$ cat src/rtl/bram_stream_reader.sv
// bram_stream_reader: walks base..base+length-1 on a BRAM with a 1-cycle registered read and streams the words out.
// Latency: out_valid rises two edges after the accepting start edge; sustains one word per clock.
// Backpressure: out_ready low holds the head word; reads stop once FIFO words plus the in-flight read reach 2.
// Optional abort input: define BRAM_STREAM_READER_ABORT_EN.

// Two-entry skid FIFO that catches BRAM read data while the stream is stalled.
module bram_stream_reader_fifo #(
  parameter int W = 8
) (
  input  logic         clk,
  input  logic         rst,
  input  logic         flush_i,
  input  logic         push_i,
  input  logic [W-1:0] push_dat_i,
  input  logic         pop_i,
  output logic [W-1:0] head_dat_o,
  output logic [1:0]   cnt_o
);

  logic [W-1:0] mem_q [2];
  logic         wptr_q;
  logic         rptr_q;
  logic [1:0]   cnt_q;
  logic [1:0]   cnt_d;

  // Occupancy follows push/pop; simultaneous push and pop leave it unchanged.
  always_comb begin
    cnt_d = cnt_q;
    if (push_i && !pop_i) begin
      cnt_d = cnt_q + 2'd1;
    end else if (!push_i && pop_i) begin
      cnt_d = cnt_q - 2'd1;
    end
  end

  // Storage and pointers; flush drops everything, including a push on the same edge.
  always_ff @(posedge clk or posedge rst) begin
    if (rst) begin
      mem_q[0] <= '0;
      mem_q[1] <= '0;
      wptr_q   <= 1'b0;
      rptr_q   <= 1'b0;
      cnt_q    <= 2'd0;
    end else if (flush_i) begin
      wptr_q   <= 1'b0;
      rptr_q   <= 1'b0;
      cnt_q    <= 2'd0;
    end else begin
      if (push_i) begin
        mem_q[wptr_q] <= push_dat_i;
        wptr_q        <= ~wptr_q;
      end
      if (pop_i) begin
        rptr_q <= ~rptr_q;
      end
      cnt_q <= cnt_d;
    end
  end

  assign head_dat_o = mem_q[rptr_q];
  assign cnt_o      = cnt_q;

  // The issue rule upstream must keep the FIFO from overflowing.
  assert property (@(posedge clk) disable iff (rst)
    !(push_i && !pop_i && !flush_i && (cnt_q == 2'd2)));

  // The stream never pops an empty FIFO.
  assert property (@(posedge clk) disable iff (rst)
    !(pop_i && !flush_i && (cnt_q == 2'd0)));

endmodule

module bram_stream_reader #(
  parameter int ABITS = 12,
  parameter int DBITS = 8
) (
  input  logic             clk,
  input  logic             rst,
  input  logic             start,
  input  logic [ABITS-1:0] base_addr,
  input  logic [ABITS:0]   length,
`ifdef BRAM_STREAM_READER_ABORT_EN
  input  logic             abort,
`endif
  output logic             busy,
  output logic             done,
  output logic [ABITS-1:0] mem_addr,
  input  logic [DBITS-1:0] mem_rdata,
  output logic             out_valid,
  input  logic             out_ready,
  output logic [DBITS-1:0] out_data,
  output logic             out_last
);

  typedef enum logic {
    IDLE = 1'b0,
    RUN  = 1'b1
  } state_t;

  localparam logic [ABITS:0]   LEN_ONE  = (ABITS+1)'(1);
  localparam logic [ABITS-1:0] ADDR_ONE = ABITS'(1);

  state_t           state_q;
  logic [ABITS-1:0] addr_q;
  logic [ABITS:0]   rem_q;
  logic [ABITS:0]   left_q;
  logic             pend_q;
  logic             done_q;

  logic [1:0]       fcnt;
  logic [DBITS-1:0] head_dat;
  logic             pop;
  logic             issue;
  logic             abort_w;
  logic [2:0]       occ;

  // Abort only has an effect while a transfer is running.
`ifdef BRAM_STREAM_READER_ABORT_EN
  assign abort_w = (state_q == RUN) && abort;
`else
  assign abort_w = 1'b0;
`endif

  assign pop = out_valid && out_ready;

  // Words held or in flight once this edge's pop has left; a new read may only start below 2.
  assign occ = {1'b0, fcnt} + {2'b00, pend_q} - {2'b00, pop};

  // Read issue: addresses remain and the FIFO can absorb the data two edges from now.
  assign issue = (state_q == RUN) && (rem_q != '0) && (occ < 3'd2) && !abort_w;

  bram_stream_reader_fifo #(
    .W(DBITS)
  ) u_fifo (
    .clk        (clk),
    .rst        (rst),
    .flush_i    (abort_w),
    .push_i     (pend_q),
    .push_dat_i (mem_rdata),
    .pop_i      (pop),
    .head_dat_o (head_dat),
    .cnt_o      (fcnt)
  );

  // Transfer control: launch, address walk, pop accounting, completion and abort.
  always_ff @(posedge clk or posedge rst) begin
    if (rst) begin
      state_q <= IDLE;
      addr_q  <= '0;
      rem_q   <= '0;
      left_q  <= '0;
      pend_q  <= 1'b0;
      done_q  <= 1'b0;
    end else begin
      done_q <= 1'b0;
      pend_q <= issue;
      case (state_q)
        IDLE: begin
          if (start) begin
            if (length != '0) begin
              state_q <= RUN;
              addr_q  <= base_addr;
              rem_q   <= length;
              left_q  <= length;
            end else begin
              // Empty transfer completes immediately without entering RUN.
              done_q  <= 1'b1;
            end
          end
        end
        RUN: begin
          if (abort_w) begin
            state_q <= IDLE;
            rem_q   <= '0;
            left_q  <= '0;
          end else begin
            if (issue) begin
              addr_q <= addr_q + ADDR_ONE;
              rem_q  <= rem_q - LEN_ONE;
            end
            if (pop) begin
              left_q <= left_q - LEN_ONE;
              if (left_q == LEN_ONE) begin
                state_q <= IDLE;
                done_q  <= 1'b1;
              end
            end
          end
        end
        default: state_q <= IDLE;
      endcase
    end
  end

  assign busy      = (state_q == RUN);
  assign done      = done_q;
  assign mem_addr  = addr_q;
  assign out_valid = (fcnt != 2'd0);
  assign out_data  = head_dat;
  assign out_last  = out_valid && (left_q == LEN_ONE);

  // A stalled word stays put until it is taken or the transfer is aborted.
  assert property (@(posedge clk) disable iff (rst)
    (out_valid && !out_ready && !abort_w) |=> (out_valid && $stable(out_data) && $stable(out_last)));

endmodule

$ cat config.mk
export PLATFORM = sky130hd
export DESIGN_NAME = bram_stream_reader
export DESIGN_NICKNAME = d
export VERILOG_FILES = /design/src/rtl/bram_stream_reader.sv
export SDC_FILE = /design/constraint.sdc
export NUM_CORES = 1
export LEC_CHECK = 0
export BUFFER_PORTS_ARGS = -buffer_cell sky130_fd_sc_hd__clkbuf_2
export CAP_MARGIN = 10
export CELL_PAD_IN_SITES_DETAIL_PLACEMENT = 1
export CELL_PAD_IN_SITES_GLOBAL_PLACEMENT = 1
export CORE_MARGIN = 4
export CORE_UTILIZATION = 43
export CTS_CLUSTER_SIZE = 40
export DETAILED_ROUTE_END_ITERATION = 8
export GPL_TIMING_DRIVEN = 0
export PLACE_DENSITY_LB_ADDON = 0.1
export SYNTH_ARGS = -nofsm -noshare
export SYNTH_HDL_FRONTEND = slang
export SYNTH_HIERARCHICAL = 1
export SYNTH_SLANG_ARGS = --single-unit
$ cat constraint.sdc
create_clock -name clk -period 3.6 [get_ports clk]
set_clock_uncertainty 0.2 [all_clocks]
set_input_delay 0.18 -clock clk [delete_from_list [all_inputs] [get_ports clk]]
set_output_delay 0.18 -clock clk [all_outputs]
set_load 0.01 [all_outputs]
==> metrics.cfg, run 1 <==
[outcome]
status=finished clean

[setup_path]
slowest_stage=clkbuf_1
cp.buffers_inverters=1
rr_startpoint=u_fifo/cnt_o[1]$_DFFE_PP0P_
path_depth=9
path_cells=nand2_1, nor2_1, o21ai_0, fa_1, xnor2_1, nand3_1, o22ai_2, clkbuf_1, a21oi_1
worstReg2RegEnd=rem_q[4]$_DFFE_PP0P_
slowest_delay_ns=0.51
crit_path_end_kind=flop
critPathArrivalTime_ns=3.02
reg2reg_setup_slack_ns=0.58
timing.critical_path.required_ns=3.60
crit_type=flop to flop
critical-path-top-delay-family=compound AO/OA/AOI/OAI gates
rr_worst_depth=9
startpoint_type=flop
worstPathMaxFanout=10

[sta]
setup_tns_ns=0
timing.fmax_mhz=332
hold_violations=0
drv_slew=0
finalSetupViolCount=0
period_share=0.838
worst_pin_slew_ns=0.778
fin_crit_ns=3.02
worst_slack_ns=0.584
rsz0062_at_grt=no
slew_headroom=0.478

[layout]
area.growth.synth_to_final_pct=26.9
multi_input_area_um2=1910
final_cell_mix=dfrtp_1, clkbuf_2, a21oi_1
nFillCells=957
utilization=0.557
final_common_cell=dfrtp_1
regArea_um2=1530
drive_above_1_share=0.262
n_antenna_cell=0
final_nets=523

[hold_path]
min_path_type=input port to flop
holdPathStages=3
hold_path_end=rem_q[11]$_DFFE_PP0P_
hp-start=length[11]

[clock_tree]
ctsResizeCount=0
numCtsBuffers=9
ctsHoldBuffers=27
clock_latency_ns=0.35
cts.sinks=61
clock_path_buffers=2
cts_tree=done
post_cts_buffers=0
clkTransAtPathRegs_ns=0.07
cts_root_buf=clkbuf_8
h-tree-depth=3

[pwr]
p_leak_nw=2.02
peakVddDrop_uv=449
power_density_nw_per_um2=868

[grt]
grt_max_degree=30
grt_first_pass_wirelength_mm=19.3
grt_pass1_vias=3762
globalRouteOverflowTotal=0
antenna_found_initial=0
grt_use_total=0.249

[place]
dp_hpwl_mm=7.97
numPortBuffers=60
routabilityCongestion=0.842
post-place-ws_ns=0.580

[yosys]
synth_seq_cells=61
synthFlopType=dfrtp_1
async_flop_share=1.00
yosysTopAreaCellShare=0.425
synth_area_leader_cell=dfrtp_1
synth_area_leaders=dfrtp_1, mux2_2, a21oi_1, o21ai_0, nand2_1
synth.distinct_cells=65
yosys_warnings=6
netlist_instances=376
synth.avg_cell_area_um2=9.55
synth_edf_count=0
ys_seq_area_frac=0.425
syn_area_um2=3590

[drt]
wl_met1_mm=5.08
routed_wl_mm=11.5
routedWlPerCell_um=19.5
top_layer=met4
routed_via_density=5.77
drt-initial-drc-count=95
wl_met3_um=468
drt_pass1_iterations=4
drc=0
wl_met2_mm=5.72
ant_nets=0
num_vias=3402

[floorplanning]
die_y_um=99.4
core_um2=8180
initial_core_util=0.439
ios=61
dieWidth_um=99.4
fp-row-count=33
die_area_um2=9870

[flow_run]
drv_cap=0

## cell type report
class	instances	share of cell area
Tap cell	105	0.0288
Sequential cell	61	0.335
Clock inverter	5	0.0184
Inverter	13	0.0107
Multi-Input combinational cell	288	0.419
Clock buffer	11	0.0310
Timing Repair Buffer	88	0.130
Buffer	19	0.0275
## cell families (layout without fill, tap and decap cells)
group | count (synthesis) | after routing | synth area share
AND/OR/NAND/NOR | 127 | 127 | 0.204
AO/OA/AOI/OAI | 113 | 113 | 0.190
flip-flops | 61 | 61 | 0.425
multiplexers | 32 | 32 | 0.0979
buffers and inverters | 32 | 136 | 0.0484
adder cells (fa/ha/maj) | 6 | 6 | 0.0230
XOR/XNOR | 4 | 4 | 0.00976
other | 1 | 6 | 0.00104
## where the power goes
part	switching, mW	internal (mW)
combinational	1.07	0.846
clock	0.293	0.410
sequential	0.332	1.00
## routing by layer
metal  vias to the layer above  track usage
met1                      1699        0.320
met3                        19       0.0379
met5                         -            0
li1                       1596            -
met4                         0       0.0893
met2                        88        0.425
## cell usage after synthesis (3+ instances only)
cell type	n
inv_1	12
mux2_1	3
and2_1	3
buf_6	6
ha_1	5
o21ai_0	35
o22ai_1	13
mux2i_1	7
buf_2	4
nor4b_1	3
clkbuf_1	8
nor3_1	15
nor4_2	3
nor4_1	4
nor3b_1	3
nand4_1	3
nand2b_1	4
dfrtp_1	61
a211oi_1	3
a21oi_1	39
nor2_1	18
nand2_1	35
mux2_2	22
xnor2_1	3
nor2b_1	3
and4_1	3
nand3_1	11
or3_1	4
## worst reg2reg max path, delay by kind of cell, from the launching register on
family                     cells  cell delay (ns)
adders and majority gates      1             0.39
AOI/OAI and AO/OA              3             0.64
DFF                            1             0.50
buffers and inverters          1             0.51
xor gates and xnor gates       1             0.16
and+or+nand+nor                3             0.46
## how the worst max path moves through the flow
| stage | start | to | slack [ns] |
|---|---|---|---|
| floorplan | u_fifo/cnt_o[1]$_DFFE_PP0P_ | rem_q[11]$_DFFE_PP0P_ | 1.10 |
| global placement | u_fifo/cnt_o[1]$_DFFE_PP0P_ | rem_q[4]$_DFFE_PP0P_ | 0.65 |
| detailed placement | u_fifo/cnt_o[1]$_DFFE_PP0P_ | rem_q[4]$_DFFE_PP0P_ | 0.58 |
| CTS | u_fifo/cnt_o[1]$_DFFE_PP0P_ | rem_q[4]$_DFFE_PP0P_ | 0.56 |
| global route | u_fifo/cnt_o[1]$_DFFE_PP0P_ | rem_q[4]$_DFFE_PP0P_ | 0.32 |
| finish | u_fifo/cnt_o[1]$_DFFE_PP0P_ | rem_q[4]$_DFFE_PP0P_ | 0.58 |
## state kept, by name (all words and copies together) (netlist names)
register / flops
u_fifo/mem_q: 16
left_q: 13
rem_q: 13
mem_addr: 12
u_fifo/cnt_o: 2
busy: 1
done: 1
pend_q: 1
u_fifo/rptr_q: 1
u_fifo/wptr_q: 1
## through the flow
stage	instance area (um2)	instances	hold WS, ns	total power [mW]
final	4560	590	0.0143	3.96
after global routing	4560	590	0.0334	4.26
after CTS	4560	590	0.00820	3.97
after detailed placement	4060	547	-0.0450	3.22
after global placement	4040	546	0.129	3.14
after floorplan	3610	381	-0.0562	2.60
(Power assumes the default switching activity.)
==> inputs of run 2 (changes only) <==
==> constraint.sdc (replaced) <==
create_clock -name clk -period 3.05 [get_ports clk]
set_clock_uncertainty 0.2 [all_clocks]
set_input_delay 0.1525 -clock clk [delete_from_list [all_inputs] [get_ports clk]]
set_output_delay 0.1525 -clock clk [all_outputs]
set_load 0.01 [all_outputs]
==> run 2 against run 1 <==
Against the previous run: final area increased by 1.6%; global-route usage grew 0.27 points; sequential power increased by 19%; combinational power rose by 19%; worst hold slack better by 0.0081 ns; via count increased by 1.7%; wire length increased by 2.0%; core utilization rose by 0.92 points; largest power group unchanged.
==> metrics.cfg, run 2 (synthesized netlist as in run 1, its figures left out) <==
[grt]
grt_use_total=0.251  ; +0.00267
grt_pass1_vias=3798  ; +0.96%
antenna_found_initial=0  ; unchanged
grt_max_degree=30  ; unchanged
grt_first_pass_wirelength_mm=19.5  ; +1.1%
globalRouteOverflowTotal=0  ; unchanged

[sta]
slew_headroom=0.481  ; +0.00301
hold_violations=0  ; unchanged
worst_pin_slew_ns=0.772  ; -0.00641 ns
rsz0062_at_grt=no
finalSetupViolCount=0  ; unchanged
drv_slew=0  ; unchanged
setup_tns_ns=0  ; unchanged
timing.fmax_mhz=356  ; +7.3%
period_share=0.921  ; +0.0837
fin_crit_ns=2.81  ; -0.206 ns

[setup_path]
crit_type=flop to flop
rr_startpoint=u_fifo/cnt_o[1]$_DFFE_PP0P_
startpoint_type=flop
worstReg2RegEnd=rem_q[11]$_DFFE_PP0P_
worstPathMaxFanout=10  ; unchanged
reg2reg_setup_slack_ns=0.24  ; -0.34 ns
critPathArrivalTime_ns=2.85  ; -0.17 ns
crit_path_end_kind=flop
rr_worst_depth=10  ; +1
timing.critical_path.required_ns=3.09  ; -0.51 ns
critPathLaunch=u_fifo/cnt_o[1]$_DFFE_PP0P_

[layout]
utilization=0.566  ; +0.00918
drive_above_1_share=0.262  ; +0.000339
n_antenna_cell=0  ; unchanged
reg_top3=u_fifo/mem_q: 16 flops, left_q: 13 flops, rem_q: 13 flops
largest_register_ffs=16  ; unchanged
final_cells=597  ; +1.2%
area.growth.synth_to_final_pct=29.0
nFillCells=951  ; -0.63%
final_nets=530  ; +1.3%
largest-register=u_fifo/mem_q
final_common_cell=clkbuf_2
final_cell_mix=clkbuf_2, dfrtp_1, a21oi_1

[clock_tree]
cts_root_buf=clkbuf_8
cts.sinks=61  ; unchanged
cts_tree=done
h-tree-depth=3  ; unchanged
clock_path_buffers=2  ; unchanged
clkTransAtPathRegs_ns=0.07  ; about the same
clock_latency_ns=0.36  ; about the same
numCtsBuffers=9  ; unchanged

[pwr]
p_total_mw=4.71  ; +19%
p_leak_nw=2.05  ; +1.6%
peakVddDrop_uv=538  ; +20%
switchingPower_mw=2.02  ; +19%
internal_power_mw=2.68  ; +19%
power_frac_clock=0.178  ; about the same
power_density_nw_per_um2=1020  ; +17%
comb_power_share=0.487  ; +0.002
seqPwrFrac=0.336  ; about the same
switching_share=0.430  ; +0.000520

[outcome]
status=finished clean

[drt]
drt-initial-drc-count=119  ; +25%
drt_pass1_iterations=4  ; unchanged
drc=0  ; unchanged
num_vias=3460  ; +1.7%
routed_via_density=5.80  ; +0.51%
routed_wl_mm=11.7  ; +2.0%
ant_nets=0  ; unchanged
routedWlPerCell_um=19.7  ; +0.85%

[place]
dp.cells=547  ; unchanged
routabilityCongestion=0.842  ; unchanged
numPortBuffers=60  ; unchanged
dp_hpwl_mm=7.97  ; unchanged

[hold_path]
holdPathStages=3  ; unchanged
min_path_type=input port to flop
hp-start=start
hold_path_end=done$_DFF_PP0_

[floorplanning]
initial_core_util=0.439  ; unchanged
fp-row-count=33  ; unchanged
dieWidth_um=99.4  ; unchanged
core_um2=8180  ; unchanged
die_y_um=99.4  ; unchanged
ios=61  ; unchanged
die_area_um2=9870  ; unchanged

[flow_run]
drv_cap=0  ; unchanged

-- run 2: cell types whose count changed in the layout (fill, tap and decap cells not counted) --
| cell | previous run | this run |
|---|---|---|
| clkbuf_1 | 9 | 8 |
| buf_2 | 4 | 3 |
| dlygate4sd3_1 | 27 | 34 |
| dfrtp_1 | 61 | 60 |
| clkbuf_4 | 0 | 1 |
| clkbuf_2 | 60 | 61 |
| dfrtp_2 | 0 | 1 |
-- run 2: worst max-delay path: stages, from the launching register on --
cell and delay [ns]:
dfrtp_2 0.45, nand2_1 0.07, nor2_1 0.17, o21ai_0 0.14
fa_1 0.39, xnor2_1 0.16, nand3_1 0.21, o22ai_2 0.35
clkbuf_4 0.30, o21ai_0 0.11, o2bb2ai_1 0.13
-- run 2: routing by layer --
layer  GRT usage  part of all wire  up-vias
met5           0                 0        -
met2       0.429              0.51       87
met4      0.0893             0.018        0
met3      0.0372             0.039       17
li1            -                 -     1610
met1       0.325              0.44     1746
-- run 2: layout make-up --
type	instances	area, um2	share of cell area
flip-flops and latches	61	1530	0.330
clock inverters	5	83.8	0.0181
inverters	13	48.8	0.0105
repair buffers	95	661	0.143
clock buffers	11	141	0.0305
plain buffers	19	129	0.0278
multi-input cells	288	1910	0.412
well taps	105	131	0.0284
-- run 2: how the worst max path moves through the flow --
stage | endpoint | slack (ns) | depth (start not counted)
3_3_place_gp | rem_q[4]$_DFFE_PP0P_ | 0.1 | 9
3_5_place_dp | rem_q[4]$_DFFE_PP0P_ | 0.03 | 9
2_1_floorplan | rem_q[11]$_DFFE_PP0P_ | 0.55 | 10
4_1_cts | rem_q[4]$_DFFE_PP0P_ | 0.01 | 9
6_report | rem_q[11]$_DFFE_PP0P_ | 0.24 | 10
5_1_grt | rem_q[11]$_DFFE_PP0P_ | 0.02 | 10
-- run 2: per-stage QoR --
step                      hold WS [ns]  worst slack [ns]  cell area (um2)
after CTS                       0.0170            0.0137             4630
after global routing            0.0369            0.0184             4630
after global placement           0.101            0.0951             4040
final                           0.0224             0.240             4630
after floorplan                -0.0837             0.550             3610
after detailed placement       -0.0725            0.0302             4060
-- run 2: power groups by stage --
stage | Sequential (mW) | Combinational, mW | Clock, mW
CTS | 1.56 | 2.28 | 0.851
global route | 1.64 | 2.54 | 0.886
detailed placement | 1.58 | 2.22 | 0
floorplan | 1.51 | 1.56 | 0
finish | 1.58 | 2.29 | 0.836
global placement | 1.54 | 2.16 | 0
-- run 2: timing repair --
action,in CTS,in global routing
resized for setup,0,4
setup buffers,0,0
hold buffers,34,0
endpoints found under the hold margin,108,0
setup endpoints to repair,0,14
==> inputs of run 3 (changes only) <==
--- a/config.mk
+++ b/config.mk
@@ -7,14 +7,13 @@
 export LEC_CHECK = 0
 export BUFFER_PORTS_ARGS = -buffer_cell sky130_fd_sc_hd__clkbuf_2
 export CAP_MARGIN = 10
-export CELL_PAD_IN_SITES_DETAIL_PLACEMENT = 1
-export CELL_PAD_IN_SITES_GLOBAL_PLACEMENT = 1
 export CORE_MARGIN = 4
-export CORE_UTILIZATION = 43
+export CORE_UTILIZATION = 50
 export CTS_CLUSTER_SIZE = 40
 export DETAILED_ROUTE_END_ITERATION = 8
 export GPL_TIMING_DRIVEN = 0
-export PLACE_DENSITY_LB_ADDON = 0.1
+export PLACE_DENSITY = 0.72
+export SKIP_LAST_GASP = 1
 export SYNTH_ARGS = -nofsm -noshare
 export SYNTH_HDL_FRONTEND = slang
 export SYNTH_HIERARCHICAL = 1
==> run 3 against run 2 <==
Against the previous run: non-clock buffer count is 2 lower; count of clock-buffer cells in the layout is 2 lower; sequential share of layout area is 0.19 points higher; largest cell class unchanged; highest routed layer unchanged.
==> metrics.cfg, run 3 (synthesized netlist as in run 1, its figures left out) <==
[layout]
nFillCells=554  ; -42%
final_cell_mix=clkbuf_2, dfrtp_1, a21oi_1
regArea_um2=1530  ; unchanged
n_antenna_cell=0  ; unchanged
largest-register=u_fifo/mem_q
largest_register_ffs=16  ; unchanged
area.growth.synth_to_final_pct=28.3
final_nets=528  ; -0.38%
drive_above_1_share=0.265  ; +0.00311
final_cells=586  ; -1.8%
multi_input_area_um2=1920  ; +0.39%
final_common_cell=clkbuf_2
reg_top3=u_fifo/mem_q: 16 flops, left_q: 13 flops, rem_q: 13 flops

[grt]
grt_max_degree=36  ; +20%
grt_pass1_vias=3476  ; -8.5%
grt_first_pass_wirelength_mm=16.7  ; -15%
globalRouteOverflowTotal=0  ; unchanged
grt_use_total=0.242  ; -0.00940
antenna_found_initial=0  ; unchanged

[floorplanning]
die_y_um=92.7  ; -6.7%
die_area_um2=8600  ; -13%
initial_core_util=0.523  ; +0.0835
core_um2=6870  ; -16%
dieWidth_um=92.7  ; -6.7%
fp-row-count=30  ; -9.1%
ios=61  ; unchanged

[pwr]
peakVddDrop_uv=549  ; +2.0%
power_density_nw_per_um2=1010  ; -0.99%
p_total_mw=4.63  ; -1.5%
p_leak_nw=2.04  ; -0.19%

[setup_path]
reg2reg_setup_slack_ns=0.23  ; about the same
worstPathMaxFanout=10  ; unchanged
crit_path_end_kind=flop
timing.critical_path.required_ns=3.08  ; about the same
critPathArrivalTime_ns=2.85  ; about the same
startpoint_type=flop
rr_startpoint=u_fifo/cnt_o[0]$_DFFE_PP0P_
crit_type=flop to flop
rr_worst_depth=9  ; -1
worstReg2RegEnd=rem_q[11]$_DFFE_PP0P_

[sta]
drv_slew=0  ; unchanged
rsz0062_at_grt=no
finalSetupViolCount=0  ; unchanged
timing.fmax_mhz=355  ; -0.36%
worst_slack_ns=0.230  ; -0.0101 ns
fin_crit_ns=2.82  ; +0.0101 ns
period_share=0.925  ; +0.00330
hold_violations=0  ; unchanged
hold_slack_ns=0.00776  ; -0.0146 ns
slew_headroom=0.499  ; +0.0180
worst_pin_slew_ns=0.747  ; -0.0249 ns
setup_tns_ns=0  ; unchanged

[clock_tree]
post_cts_buffers=0  ; unchanged
clkTransAtPathRegs_ns=0.07  ; about the same
cts_root_buf=clkbuf_8
cts_tree=done
cts.sinks=61  ; unchanged
h-tree-depth=3  ; unchanged
clock_path_buffers=2  ; unchanged
clock_latency_ns=0.34  ; -0.02 ns
numCtsBuffers=9  ; unchanged

[hold_path]
holdPathStages=4  ; +1
hp-start=length[12]
hold_path_end=rem_q[12]$_DFFE_PP0P_
min_path_type=input port to flop

[outcome]
status=finished clean

[place]
dp.cells=538  ; -1.6%
routabilityCongestion=0.830  ; -1.4%
numPortBuffers=60  ; unchanged
dp_hpwl_mm=6.93  ; -13%
post-place-ws_ns=0.107  ; +0.0768 ns

[drt]
num_vias=3466  ; +0.17%
ant_nets=0  ; unchanged
drt_pass1_iterations=5  ; +1
routedWlPerCell_um=16.9  ; -14%
routed_wl_mm=9.91  ; -15%
routed_via_density=5.91  ; +2.1%
drt-initial-drc-count=339  ; +180%
drc=0  ; unchanged

[flow_run]
drv_cap=0  ; unchanged

[run 3: changes by cell type in the layout (fill, tap and decap cells not counted), sizes merged]
cell / change
clkinv: +2
dlygate4sd3: -2
clkbuf: -2
clkinvlp: -1
inv: +1
[run 3: worst max-delay path by stage]
| stage | from | endpoint | slack (ns) | cells past startpoint |
|---|---|---|---|---|
| 2_1_floorplan | u_fifo/cnt_o[1]$_DFFE_PP0P_ | rem_q[11]$_DFFE_PP0P_ | 0.55 | 10 |
| 3_3_place_gp | u_fifo/cnt_o[1]$_DFFE_PP0P_ | mem_addr[6]$_DFFE_PP0P_ | 0.22 | 9 |
| 3_5_place_dp | u_fifo/cnt_o[1]$_DFFE_PP0P_ | rem_q[2]$_DFFE_PP0P_ | 0.11 | 9 |
| 4_1_cts | u_fifo/cnt_o[1]$_DFFE_PP0P_ | rem_q[2]$_DFFE_PP0P_ | 0.07 | 9 |
| 5_1_grt | u_fifo/cnt_o[1]$_DFFE_PP0P_ | rem_q[11]$_DFFE_PP0P_ | 0.03 | 10 |
| 6_report | u_fifo/cnt_o[0]$_DFFE_PP0P_ | rem_q[11]$_DFFE_PP0P_ | 0.23 | 9 |
[run 3: layout make-up]
class	count	share of cell area
Multi-Input combinational cell	288	0.416
Sequential cell	61	0.332
Timing Repair Buffer	93	0.139
Buffer	19	0.0280
Clock buffer	9	0.0269
Tap cell	96	0.0261
Clock inverter	7	0.0215
Inverter	13	0.0106
[run 3: per-stage QoR]
step                      cell area, um2  utilization
after detailed placement            4050        0.589
after global placement              4030        0.587
after floorplan                     3610            -
final                               4600        0.670
after global routing                4600        0.670
after CTS                           4590        0.668
[run 3: report_power, final]
| group | switching [mW] | internal, mW | total (mW) |
|---|---|---|---|
| combinational | 1.23 | 1.03 | 2.26 |
| clock | 0.357 | 0.464 | 0.821 |
| sequential | 0.370 | 1.18 | 1.55 |
| total | 1.96 | 2.67 | 4.63 |
[run 3: repair_timing]
item                                   CTS  global route
endpoints found under the hold margin  105             0
setup endpoints to repair                0            14
gates resized for setup                  0             5
hold buffers                            32             0
[run 3: worst max-delay path: stages (launching register included)]
cell       delay, ns
dfrtp_1         0.46
nor2_1          0.22
o21ai_0         0.16
fa_1            0.40
xnor2_1         0.15
nand3_1         0.25
o22ai_4         0.33
clkbuf_4        0.28
o21ai_0         0.11
o2bb2ai_1       0.14
[run 3: layer usage]
layer / GRT usage / wire length, um
met2: 0.404 / 4830
met1: 0.320 / 4180
met3: 0.0349 / 718
met5: 0 / 0
met4: 0.0891 / 186
